**src/rtl/ps2_pkg.sv**
```systemverilog
// Shared PS/2 constants and frame-check helper for the receiver and downstream scancode decoders.
package ps2_pkg;

   localparam int unsigned PS2_FRAME_BITS = 11;
   localparam int unsigned PS2_START      = 0;
   localparam int unsigned PS2_STOP       = 10;

   localparam logic [7:0] PS2_BREAK    = 8'hF0;
   localparam logic [7:0] PS2_EXTENDED = 8'hE0;

   typedef enum logic {
      RX_IDLE,
      RX_BITS
   } rx_state_t;

   // Frame bit 0 is start, 8:1 data LSB-first, 9 odd parity, 10 stop.
   function automatic logic frame_good(input logic [PS2_FRAME_BITS-1:0] f);
      return (f[PS2_START] == 1'b0) && (f[PS2_STOP] == 1'b1) && (^f[9:1] == 1'b1);
   endfunction

endpackage

```
**src/rtl/ps2_rx_fifo_if.sv**
```systemverilog
// Consumer-side pop interface of the PS/2 receive FIFO.
interface ps2_rx_fifo_if;

   logic       nextdata;
   logic [7:0] data;
   logic       ready;
   logic       overflow;
   logic       frame_err;

   modport master (
      input  nextdata,
      output data,
      output ready,
      output overflow,
      output frame_err
   );

   modport slave (
      output nextdata,
      input  data,
      input  ready,
      input  overflow,
      input  frame_err
   );

endinterface

```
**src/rtl/ps2_sync_fifo.sv**
```systemverilog
// Byte FIFO with wrapping pointers and occupancy count; read data is combinational from the head slot.
module ps2_sync_fifo #(
   parameter int unsigned DEPTH_LOG2 = 3
) (
   input  logic       clk,
   input  logic       rst,
   input  logic       wr_en,
   input  logic [7:0] wr_data,
   input  logic       rd_en,
   output logic [7:0] rd_data,
   output logic       full,
   output logic       empty
);

   localparam int unsigned DEPTH = 1 << DEPTH_LOG2;

   logic [7:0]            storage [DEPTH];
   logic [DEPTH_LOG2-1:0] rd_ptr;
   logic [DEPTH_LOG2-1:0] wr_ptr;
   logic [DEPTH_LOG2:0]   count;

   always_ff @(posedge clk or posedge rst) begin
      if (rst) begin
         rd_ptr <= '0;
         wr_ptr <= '0;
         count  <= '0;
      end else begin
         if (wr_en) wr_ptr <= wr_ptr + 1'b1;
         if (rd_en) rd_ptr <= rd_ptr + 1'b1;
         case ({wr_en, rd_en})
            2'b10:   count <= count + 1'b1;
            2'b01:   count <= count - 1'b1;
            default: count <= count;
         endcase
      end
   end

   always_ff @(posedge clk) begin
      if (wr_en) storage[wr_ptr] <= wr_data;
   end

   assign rd_data = storage[rd_ptr];
   assign full    = (count == (DEPTH_LOG2+1)'(DEPTH));
   assign empty   = (count == '0);

endmodule

```
**src/rtl/ps2_rx_fifo.sv**
```systemverilog
// PS/2 device-to-host receiver: clock synchronizer, 11-bit frame deserializer with timeout,
// and a byte FIFO exposing data/ready/nextdata to the scancode consumer.
module ps2_rx_fifo
   import ps2_pkg::*;
#(
   parameter int unsigned DEPTH_LOG2 = 3,
   parameter int unsigned TIMEOUT    = 5000
) (
   input  logic           clk,
   input  logic           rst,
   input  logic           ps2_clk,
   input  logic           ps2_data,
   ps2_rx_fifo_if.master  bus
);

   localparam int unsigned TW = (TIMEOUT > 1) ? $clog2(TIMEOUT) : 1;

   logic [2:0]    sync;
   logic          fall;
   rx_state_t     state;
   logic [3:0]    bit_cnt;
   logic [9:0]    shift;
   logic [TW-1:0] to_cnt;
   logic          push;
   logic [7:0]    push_byte;
   logic          frame_err_r;
   logic          overflow_r;
   logic          pop;
   logic          wr_ok;
   logic          full;
   logic          empty;

   always_ff @(posedge clk or posedge rst) begin
      if (rst) sync <= 3'b111;
      else     sync <= {sync[1:0], ps2_clk};
   end

   assign fall = (sync[2:1] == 2'b10);

   // ps2_data is taken straight from the pin: the device holds it stable across the whole low phase.
   always_ff @(posedge clk or posedge rst) begin
      if (rst) begin
         state       <= RX_IDLE;
         bit_cnt     <= '0;
         shift       <= '0;
         to_cnt      <= '0;
         push        <= 1'b0;
         push_byte   <= '0;
         frame_err_r <= 1'b0;
      end else begin
         push        <= 1'b0;
         frame_err_r <= 1'b0;
         if (fall) begin
            to_cnt <= '0;
            if (bit_cnt == 4'(PS2_STOP)) begin
               bit_cnt <= '0;
               state   <= RX_IDLE;
               if (frame_good({ps2_data, shift})) begin
                  push      <= 1'b1;
                  push_byte <= shift[8:1];
               end else begin
                  frame_err_r <= 1'b1;
               end
            end else begin
               shift[bit_cnt] <= ps2_data;
               bit_cnt        <= bit_cnt + 1'b1;
               state          <= RX_BITS;
            end
         end else if (state == RX_BITS) begin
            if (to_cnt == TW'(TIMEOUT - 1)) begin
               to_cnt      <= '0;
               bit_cnt     <= '0;
               state       <= RX_IDLE;
               frame_err_r <= 1'b1;
            end else begin
               to_cnt <= to_cnt + 1'b1;
            end
         end else begin
            to_cnt <= '0;
         end
      end
   end

   assign pop   = bus.nextdata && !empty;
   assign wr_ok = push && (!full || pop);

   always_ff @(posedge clk or posedge rst) begin
      if (rst)                       overflow_r <= 1'b0;
      else if (push && full && !pop) overflow_r <= 1'b1;
   end

   ps2_sync_fifo #(
      .DEPTH_LOG2(DEPTH_LOG2)
   ) u_fifo (
      .clk     (clk),
      .rst     (rst),
      .wr_en   (wr_ok),
      .wr_data (push_byte),
      .rd_en   (pop),
      .rd_data (bus.data),
      .full    (full),
      .empty   (empty)
   );

   assign bus.ready     = !empty;
   assign bus.overflow  = overflow_r;
   assign bus.frame_err = frame_err_r;

endmodule

```
**src/flat_wrapper.sv**
```systemverilog
// flat-port wrapper written by rule: the top's interface ports become plain ports
module ps2_rx_fifo_flat import ps2_pkg::*;
#(
   parameter int unsigned DEPTH_LOG2 = 3,
   parameter int unsigned TIMEOUT    = 5000
)
  (clk, rst, ps2_clk, ps2_data, bus_nextdata, bus_data, bus_ready, bus_overflow, bus_frame_err);
  ps2_rx_fifo_if bus_i ();
  input  logic clk;
  input  logic rst;
  input  logic ps2_clk;
  input  logic ps2_data;
  input wire logic [$bits(bus_i.nextdata)-1:0] bus_nextdata;
  output wire logic [$bits(bus_i.data)-1:0] bus_data;
  output wire logic [$bits(bus_i.ready)-1:0] bus_ready;
  output wire logic [$bits(bus_i.overflow)-1:0] bus_overflow;
  output wire logic [$bits(bus_i.frame_err)-1:0] bus_frame_err;
  assign bus_i.nextdata = bus_nextdata;
  assign bus_data = bus_i.data;
  assign bus_ready = bus_i.ready;
  assign bus_overflow = bus_i.overflow;
  assign bus_frame_err = bus_i.frame_err;
  ps2_rx_fifo #(.DEPTH_LOG2(DEPTH_LOG2), .TIMEOUT(TIMEOUT)) u_core (.clk(clk), .rst(rst), .ps2_clk(ps2_clk), .ps2_data(ps2_data), .bus(bus_i));
endmodule
```
**config.mk**
```make
export PLATFORM = sky130hd
export DESIGN_NAME = ps2_rx_fifo_flat
export DESIGN_NICKNAME = d
export VERILOG_FILES = /design/src/rtl/ps2_pkg.sv /design/src/rtl/ps2_rx_fifo_if.sv /design/src/rtl/ps2_sync_fifo.sv /design/src/rtl/ps2_rx_fifo.sv /design/src/flat_wrapper.sv
export SDC_FILE = /design/constraint.sdc
export NUM_CORES = 1
export LEC_CHECK = 0
export BUFFER_PORTS_ARGS = -buffer_cell sky130_fd_sc_hd__buf_2
export CAP_MARGIN = 20
export CORE_ASPECT_RATIO = 1.5
export CORE_UTILIZATION = 44
export DETAILED_ROUTE_END_ITERATION = 8
export SLEW_MARGIN = 20
export SYNTH_ARGS = -nofsm -noshare
export SYNTH_HDL_FRONTEND = slang
export SYNTH_SLANG_ARGS = --single-unit
```
**constraint.sdc**
```tcl
create_clock -name clk -period 3.6 [get_ports clk]
set_input_delay 0 -clock clk [delete_from_list [all_inputs] [get_ports clk]]
set_output_delay 0 -clock clk [all_outputs]
set_load 0.05 [all_outputs]
```
==> impl_metrics.env <==
export IMPL_initial_drc_count=165
export IMPL_synth_enable_flop_cells=64
export IMPL_layout_worst_path_cycle_share_pct=66.5
export IMPL_cts_tree="done"
export IMPL_starting_density_pct=44.9
export IMPL_grtUsageTotal_pct=16.3
export IMPL_cap_violations=0
export IMPL_critPathLaunch="u_core.u_fifo.count[0]"
export IMPL_ios=16
export IMPL_mostFrequentLayoutCells="sky130_fd_sc_hd__edfxtp_1 (64), sky130_fd_sc_hd__dfrtp_1 (49), sky130_fd_sc_hd__mux2_2 (28), sky130_fd_sc_hd__nor2_1 (23), sky130_fd_sc_hd__nand2_1 (20)"
export IMPL_chipWidth_um=88.5
export IMPL_die_area_um2=11700
export IMPL_cts_root_buffer_cell="sky130_fd_sc_hd__clkbuf_16"
export IMPL_worst_setup_path_end_kind="flip-flop"
export IMPL_place_gp_congestion=0.788
export IMPL_final_max_slew_viol_count=0
export IMPL_num_vias=2660
export IMPL_detail_route_antenna_nets=0
export IMPL_drcViolationCount=0
export IMPL_post_dp_hpwl_um=5460
export IMPL_finalInstanceArea_um2=5790
export IMPL_areaGrowthSynthToFinish_pct=17.2
export IMPL_final_common_cell="sky130_fd_sc_hd__edfxtp_1"
export IMPL_die_h_um=132
export IMPL_floorplan_rows=47
export IMPL_grt_antenna_before_repair=0
export IMPL_cts_clk_slew_worst_paths_ps=50
export IMPL_share_of_layout_cells_above_drive_strength_1_pct=28.8
export IMPL_rr_endpoint="u_core.u_fifo.count[2]"
export IMPL_grt_start_max_net_pins=53
export IMPL_run_status="complete, no violations"
export IMPL_register_bit_count_reported_by_yosys=116
export IMPL_fp_coreArea_um2=11000
export IMPL_yosysWarningCount=0
export IMPL_r2r_slack_ps=1210
export IMPL_power_static_leakage_uw=0.00233
export IMPL_setup_total_negative_slack_ps=0
export IMPL_ir_worst_vdd_mv=0.425
export IMPL_hold_path_depth=2
export IMPL_power_per_cell_area_nw_per_um2=778
export IMPL_detail_route_first_pass_iterations=4
export IMPL_cp_max_fo=8
export IMPL_clock_tree_htree_level_count=4
export IMPL_worstSkewPairLatency_ps=400
export IMPL_post_route_min_period_ps=2390
export IMPL_critPathTopFamily="compound AO/OA/AOI/OAI gates"
export IMPL_synth_seq_area_share_pct=65.4
export IMPL_cpPeakStageDelay_ps=790
export IMPL_worst_r2r_path_depth=7
export IMPL_whs_endpoint="u_core.shift[3]"
export IMPL_crit_chain="o41ai_1 > nor2_1 > xor2_1 > ha_1 > nor4_1 > a31oi_1 > xnor2_1"
export IMPL_timing_fmax_mhz=418
export IMPL_reg2reg_from="u_core.u_fifo.count[0]"
export IMPL_setup_repair_after_global_routing_missed_its_margin="false"
export IMPL_total_setup_violations_reported_at_the_end_of_the_flow=0
export IMPL_numCtsBuffers=17
export IMPL_netlist_area_before_placement_um2=4940
export IMPL_synthesis_instances=322
export IMPL_synth_fp_nets=331
export IMPL_diodes=0
export IMPL_crit_required_ps=3880
export IMPL_cts_sinks=116
export IMPL_post_drt_via_cell_ratio=5.24
export IMPL_max_slew_worst_pin_slew_ps=926
export IMPL_synth_top_flop_cell="sky130_fd_sc_hd__edfxtp_1"
export IMPL_cp_slowest_cell="sky130_fd_sc_hd__o41ai_1"
export IMPL_first_global_vias=2823
export IMPL_ctsLongestPathBuffers=2
export IMPL_start_kind="flip-flop"
export IMPL_timing_worst_setup_path_type="flip-flop to flip-flop"
export IMPL_worst_hold_startpoint="ps2_data"
export IMPL_place_area_um2=5160
export IMPL_synth_lib_cells_used_distinct=48
export IMPL_wp_data_arrival_ps=2680
export IMPL_port_buffers=15
export IMPL_nNetsFinal=357
export IMPL_report_final_hold_viol_count=0
export IMPL_holdCritPathClass="input port to flip-flop"
export IMPL_cts_repair_resize_count=0
export IMPL_drt_wl_total_um=8340
export IMPL_grt_pass1_wl_um=13900
export IMPL_synth_area_per_cell_um2=15.3
export IMPL_maxSlewHeadroom_pct=38.3
export IMPL_post_route_clock_skew_ps=10.1
export IMPL_synth_async_sr_flop_share_pct=44.8
export IMPL_cp_buffers_inverters=0
export IMPL_overflow=0
export IMPL_avgRoutedWirePerCell_um=16.4
## logic make-up after synthesis
kind of cell    count (synthesis)  share of synthesized area (%)
flops                         116                           65.4
simple gates                   96                           10.4
mux                            45                           14.1
xor+xnor                       24                           4.92
compound gates                 19                           2.76
buf+inv                        18                           1.42
fa+ha+maj                       4                           1.01
## power by group
group	internal, uW	switching (uW)
sequential	1560	222
clock	1040	575
combinational	559	548
## area by class of cell
type	count	area (um2)
clock buffers	22	494
fillers	928	5210
repair buffers	21	128
clock inverters	10	97.6
well taps	147	184
multi-input cells	188	1640
inverters	4	16.3
flip-flops and latches	116	3230
## synth_stat cells (4+ instances only)
master	n	area (um2)
sky130_fd_sc_hd__nor2_1	23	86.3
sky130_fd_sc_hd__mux4_2	16	360
sky130_fd_sc_hd__o21ai_0	5	25.0
sky130_fd_sc_hd__nor2b_1	6	37.5
sky130_fd_sc_hd__nand3_1	10	50.1
sky130_fd_sc_hd__inv_1	4	15.0
sky130_fd_sc_hd__clkbuf_1	11	41.3
sky130_fd_sc_hd__nand2b_1	6	37.5
sky130_fd_sc_hd__dfrtp_1	49	1230
sky130_fd_sc_hd__xnor2_1	9	78.8
sky130_fd_sc_hd__nand2_1	20	75.1
sky130_fd_sc_hd__nor3_1	6	30.0
sky130_fd_sc_hd__mux2_2	28	315
sky130_fd_sc_hd__edfxtp_1	64	1920
sky130_fd_sc_hd__nand4_1	5	31.3
sky130_fd_sc_hd__xor2_1	13	114
sky130_fd_sc_hd__ha_1	4	50.1
## what timing repair did
item,CTS,global route
buffers inserted,0,0
hold buffers,3,0
hold endpoints to repair,51,0
## through the flow
stage / cells / hold WS [ps] / utilization (%) / setup slack, ps / power [uW]
finish: 508 / 29.2 / 52.6 / 1210 / 4500
global route: 508 / 37.8 / 52.6 / 972 / 4720
CTS: 508 / 16.0 / 52.6 / 1230 / 4560
detailed placement: 473 / 107 / 46.9 / 1230 / 2920
global placement: 473 / 106 / 46.9 / 1350 / 2900
floorplan: 322 / 4.48 / - / 1410 / 2710
## per-layer routing
| layer | global-route usage, % | wire length [um] | vias up |
|---|---|---|---|
| met5 | 0 | 0 | - |
| met4 | 6.45 | 97 | 0 |
| met3 | 5.28 | 247 | 6 |
| met2 | 27.6 | 4590 | 40 |
| met1 | 18.7 | 3410 | 1350 |
| li1 | - | - | 1264 |
## worst max-delay path by stage
| stage | end | slack (ps) | depth (start not counted) |
|---|---|---|---|
| final | u_core.u_fifo.count[2] | 1210 | 7 |
| after CTS | u_core.u_fifo.count[2] | 1230 | 7 |
| after detailed placement | u_core.u_fifo.count[2] | 1230 | 7 |
| after floorplan | u_core.u_fifo.count[2] | 1410 | 8 |
| after global placement | u_core.u_fifo.count[2] | 1350 | 7 |
| after global routing | u_core.u_fifo.count[2] | 970 | 7 |
## worst register-to-register path: cells and delay by family, from the launching register on
family,cells,cell delay [ps]
compound gates,2,880
xor+xnor,2,340
fa+ha+maj,1,200
flops,1,460
simple gates,2,390
## flip-flops by register name, indices dropped and copies added, names as in the netlist
name	cells
u_core.u_fifo.storage	64
u_core.bus.overflow	1
u_core.u_fifo.wr_ptr	3
u_core.u_fifo.rd_ptr	3
u_core.bus.frame_err	1
u_core.bit_cnt	4
u_core.sync	3
u_core.push	1
u_core.u_fifo.count	4
u_core.push_byte	8
u_core.state	1
u_core.shift	10
u_core.to_cnt	13
No activity file was read; power rests on OpenSTA's default activity.
